[config.mk]
export PLATFORM = sky130hd
export DESIGN_NAME = tff_mod_updown_counter
export DESIGN_NICKNAME = d
export VERILOG_FILES = /design/src/rtl/tff_mod_updown_counter.sv
export SDC_FILE = /design/constraint.sdc
export NUM_CORES = 1
export LEC_CHECK = 0
export CELL_PAD_IN_SITES_DETAIL_PLACEMENT = 0
export CELL_PAD_IN_SITES_GLOBAL_PLACEMENT = 1
export CORE_MARGIN = 4
export CORE_UTILIZATION = 40
export DETAILED_ROUTE_END_ITERATION = 7
export PLACE_DENSITY = 0.89
export SLEW_MARGIN = 20
export SYNTH_ARGS = -nofsm -noshare
export SYNTH_HDL_FRONTEND = slang
export SYNTH_SLANG_ARGS = --single-unit
[constraint.sdc]
create_clock -name clk -period 4 [get_ports clk]
set_clock_uncertainty 0.05 [all_clocks]
set_input_delay 0.4 -clock clk [delete_from_list [all_inputs] [get_ports clk]]
set_output_delay 0.4 -clock clk [all_outputs]
set_load 0.01 [all_outputs]
[src/rtl/tff_mod_updown_counter.sv]
// Synchronous N-bit up/down counter with runtime modulus, parallel load,
// wrap-or-saturate boundary handling and terminal-count / wrap / overflow flags.
// General-purpose event/timer counter; every register sits on clk.
module tff_mod_updown_counter #(
    parameter int WIDTH       = 8,
    parameter int SATURATE    = 0,
    parameter int RESET_VALUE = 0
) (
    input  logic             clk,
    input  logic             reset,
    input  logic             en,
    input  logic             up_down,
    input  logic             load,
    input  logic [WIDTH-1:0] load_val,
    input  logic [WIDTH-1:0] max_val,
    input  logic             clr_ovf,
    output logic [WIDTH-1:0] count,
    output logic             tc,
    output logic             wrap_pulse,
    output logic             ovf_sticky
);

    localparam logic [WIDTH-1:0] RST_CNT = WIDTH'(RESET_VALUE);
    localparam bit               DO_WRAP = (SATURATE == 0);

    logic [WIDTH-1:0] count_q, count_d;
    logic             wrap_q, wrap_d;
    logic             ovf_q, ovf_d;
    logic             at_bound;
    logic             bound_evt;

    // Boundary detect, next-count selection and flag next-state.
    always_comb begin
        // Up counting treats anything at or above max_val as the boundary, so a
        // count stranded above a freshly lowered max_val wraps/saturates at once.
        at_bound  = up_down ? (count_q >= max_val) : (count_q == '0);
        // Load has priority over counting, so a load cycle is never a boundary event.
        bound_evt = en & ~load & at_bound;
        count_d   = count_q;

        if (load) begin
            count_d = (load_val > max_val) ? max_val : load_val;
        end else if (en) begin
            if (at_bound) begin
                if (DO_WRAP) begin
                    count_d = up_down ? '0 : max_val;
                end
            end else if (up_down) begin
                count_d = count_q + WIDTH'(1);
            end else if (count_q > max_val) begin
                // Re-enter the legal range after max_val was lowered.
                count_d = max_val;
            end else begin
                count_d = count_q - WIDTH'(1);
            end
        end

        wrap_d = bound_evt & DO_WRAP;
        // Set wins over a coincident clear.
        ovf_d  = bound_evt | (ovf_q & ~clr_ovf);
    end

    // State registers with asynchronous active-high reset.
    always_ff @(posedge clk or posedge reset) begin
        if (reset) begin
            count_q <= RST_CNT;
            wrap_q  <= 1'b0;
            ovf_q   <= 1'b0;
        end else begin
            count_q <= count_d;
            wrap_q  <= wrap_d;
            ovf_q   <= ovf_d;
        end
    end

    assign count      = count_q;
    assign tc         = bound_evt;
    assign wrap_pulse = wrap_q;
    assign ovf_sticky = ovf_q;

endmodule

Word-level counts from Yosys, hierarchy flattened:

Cells that the tools add are included.

* logic and storage cells: 24
* register bits after elaboration: 10

* reductions and logical operators: 2
* bitwise operators: 6
* magnitude comparators: 3
* mux-type cells: 8
* $add $sub $neg: 2

Operators by type and width (count)
* 8-bit 2-to-1 mux: 7
* 8-bit greater-than comparator: 2
* 8-bit by 1-bit adder with 8-bit output (second input constant): 1
* 8-bit >= comparator: 1
* 8-bit zero test: 1
* 8-bit by 1-bit subtractor with 8-bit output (second input constant): 1
* 1-bit bitwise AND: 3
* 1-bit inverter: 2
* 2-bit nonzero test: 1
* 1-bit 2-to-1 mux: 1
* 1-bit OR: 1

Longest topological paths before layout:

* word-level depth: 6
* mapped depth: 9
* depth with buffers taken out: 8

Worst setup path before layout:

Ideal clock, no wire load.

* path kind: register -> output
* from: register count_q[4] (netlist: count[4])
* to: output port tc
* stages on the path, launching flop included: 8
* path slack: 1.542 ns
* required time: 3.550 ns
* path buffers: 2
* data arrival time: 2.008 ns
* cells stage by stage: dfrtp_1 -> buf_6 -> or4_1 -> or4_1 -> buf_2 -> nand2_1 -> o21ai_1 -> nor2_1

* longest elaborated chain between the ends: 3
* elaborated cells on any way between the ends: 4
* classes of those cells: order compare (1); mux (1); bitwise (1); reduce/logical (1)

RTL lines
* from (decl): RTL line 26 `logic [WIDTH-1:0] count_q, count_d;`
* from (signal assigned): RTL line 70 `count_q <= count_d;`
* 8-bit >= comparator or 8-bit zero test (tied branches): RTL line 36 `at_bound = up_down ? (count_q >= max_val) : (count_q == '0);`
* 1-bit 2-to-1 mux (*): RTL line 36
* 1-bit bitwise AND (*): RTL line 38 `bound_evt = en & ~load & at_bound;`
* to (decl): RTL line 18 `output logic tc,`

Mark *: on every way between the ends. The rest lies on a longest branch, timed or not.

Final worst setup path:

* from: input port max_val[7]
* to: output port tc

* longest elaborated chain between the ends: 3

RTL lines
* from (decl): RTL line 15 `input logic [WIDTH-1:0] max_val,`
* 8-bit >= comparator: RTL line 36
* 1-bit 2-to-1 mux: RTL line 36
* 1-bit bitwise AND: RTL line 38

No other way between the ends.

==> results.md <==
- Outcome: finished clean
- Max Buffers Root-to-Sink: 2
- Site row count: 22
- Area growth syn-to-layout: 28.3%
- Setup slack, reg-to-reg: 1.18 ns
- CTS tree: done
- Worst setup SP type: input pin
- Clk sinks: 10
- Final TNS setup: 0 ns
- N_diodes: 0
- Die Span X: 69.9 microns
- Total track usage: 18.9%
- DRC: 0
- Fmax: 0.299 GHz
- Slew margin rel.: 38.4%
- CTS root buffer: clkbuf_8
- Via count: 1,629
- CP max FO: 5
- Number of DRC markers in iteration 0: 97
- Sequential Power Share: 26.3%
- Wire per inst: 15.5 microns
- Cts bufs inserted: 3
- DRT Pass-1 Iters: 4
- Seq/Total Area, Yosys: 16.4%
- Final period util: 83.5%
- Post-route minimum period: 3.34 ns
- Pwr dens: 306 nW/um^2
- Clk_lat worst skew: 0.24 ns
- Synth Warn #: 0
- Peak supply drop: 0.000218 V
- Most frequent cell after synthesis: ha_1
- RR Endpoint: count[7]
- Post-CTS Hold Buffers: 0
- First-pass GRT wire length: 7.69 mm
- Synth unique cells: 49
- Cell count after synthesis: 199
- Synth area leader: dfrtp_1
- Pins Over Slew Limit: 0
- Int Pwr: 0.359 mW
- Hold crit path type: input pin to asynchronous set/reset pin
- I/O pins: 33
- Synth cell count leaders: 19 x ha_1, 16 x a21oi_1, 15 x inv_1, 15 x nor2_1, 14 x nand2_1
- Core area: 3690 sq um
- FF+latch count, synth: 10
- Post-CTS sizing: 0
- H-tree Lvls: 1
- Share of cells above drive strength 1: 8.62%
- EDFF count, synth: 0
- Setup WS pre-CTS: 0.726 ns
- Area contributors post-synth: dfrtp_1 16%, ha_1 16%, a21oi_1 5.2%
- Antenna Nets Post-Route: 0
- Initial Util: 41.5%
- Gate power share: 52.4%
- Share of flip-flops with an asynchronous set or reset: 100%
- RR Startpoint: count[7]
- Total grt overflow: 0
- I/O Buffers: 32
- Vias in the first global route: 1,627
- WL final: 4.34 mm
- Crit path kind: input pin to primary output
- Clk network pwr share: 21.2%
- Max-Cap Viols: 0
- Dominant synthesized flop cell: dfrtp_1
- DPL Wire Length: 3.48 mm
- Final setup margin: 0.660 ns
- Die span in y: 69.9 microns
- Layout Cells excl Fill: 280
- Least-Margin Pin Slew: 0.925 ns
- Number of nets produced by synthesis: 240
- Vias/cell: 5.82
- R2R depth: 7
- Total power: 0.601 mW
- Arrival time worst endpoint: 2.89 ns
- Syn avg cell area: 7.69 sq um
- Initial antenna violation count: 0
- Switching component of the power: 0.242 mW
- Syn Std Cell Area: 1530 sq um
- # setup viols final: 0
- Worst path required time: 3.55 ns
- Hold Slack: 0.413 ns
- Nets: 274
- Final hold viol count: 0
- Worst-path clk slew: 0.05 ns
- Leak: 0.842 nW
- Die area: 4880 sq um
- Final Wtd Congestion: 0.903
- Placed insts: 276
- Largest net degree at the start of global routing: 29
- Crit end category: primary output
- Switch share: 40.3%
- Post-CTS setup buffer count: 0
- Share of the synthesized area in the top cell type: 16.4%
- RSZ-0062 raised after global routing: false
[kinds of logic (layout without fill, tap and decap cells)]
logic type	Yosys count	after routing	synth area share, %
and+or+nand+nor	73	73	27.1
AOI/OAI and AO/OA	57	57	23.9
buffers and inverters	23	56	6.30
adders and majority gates	19	19	15.5
DFF	10	10	16.4
muxes	9	9	6.21
xor gates and xnor gates	8	8	4.58
[sequential cells by signal (all words and copies together) (netlist names)]
register	cells
ovf_sticky	1
count	8
wrap_pulse	1
[worst max-delay path, cell delays in order]
cell and delay, ns:
clkdlybuf4s50_1 0.50, inv_1 0.09, ha_1 0.32, nand4_1 0.22
a31oi_1 0.40, o21ai_1 0.24, nor2_1 0.17, clkdlybuf4s50_1 0.56
[per-layer routing]
layer	track usage, %	share of wire (%)
met1	26.7	49
met2	29.5	45
met3	4.32	5.3
met4	3.83	1.2
met5	0	0
[worst max-delay path by stage]
stage                          start  to  depth (start not counted)  slack, ns
after CTS                   count[5]  tc                          6       0.69
after global placement    max_val[1]  tc                          9       0.81
after floorplan             count[4]  tc                          7       1.54
after global routing      max_val[6]  tc                          8       0.47
final                     max_val[7]  tc                          8       0.66
after detailed placement  max_val[7]  tc                          8       0.73
[metrics by stage]
stage	instance area (sq um)	utilization [%]
2_1_floorplan	1530	-
3_3_place_gp	1910	51.7
3_5_place_dp	1910	51.7
4_1_cts	1960	53.2
5_1_grt	1960	53.2
6_report	1960	53.2
[cells in the final DEF (no fill, tap or decap), types with 3 or more instances in the layout]
master	netlist	routed
nor2_1	15	15
nand2_1	14	14
or4_1	7	7
inv_1	15	15
nand3_1	4	4
dfrtp_1	10	10
xor2_1	5	5
a21oi_1	16	16
xnor2_1	3	3
a211oi_1	4	4
clkbuf_8	0	4
nand4_1	4	4
mux2i_1	5	5
ha_1	19	19
clkdlybuf4s50_1	0	32
buf_4	0	5
and3_1	5	5
nor3_1	6	6
o21ai_0	13	13
mux2_2	4	4
or2_2	3	3
[power by group through the flow]
stage / logic [mW] / registers [mW] / clock network, mW
finish: 0.315 / 0.158 / 0.127
floorplan: 0.206 / 0.149 / 0
global placement: 0.313 / 0.160 / 0
global route: 0.350 / 0.165 / 0.141
detailed placement: 0.312 / 0.160 / 0
CTS: 0.314 / 0.158 / 0.130
[cell type report]
type                       count  area [sq um]
inverter                      15          56.3
timing repair buffer          37           358
tap                           48          60.1
fill                         372          1730
multi-input combinational    166          1180
sequential                    10           250
clock buffer                   4          55.1
(Power assumes the default switching activity.)
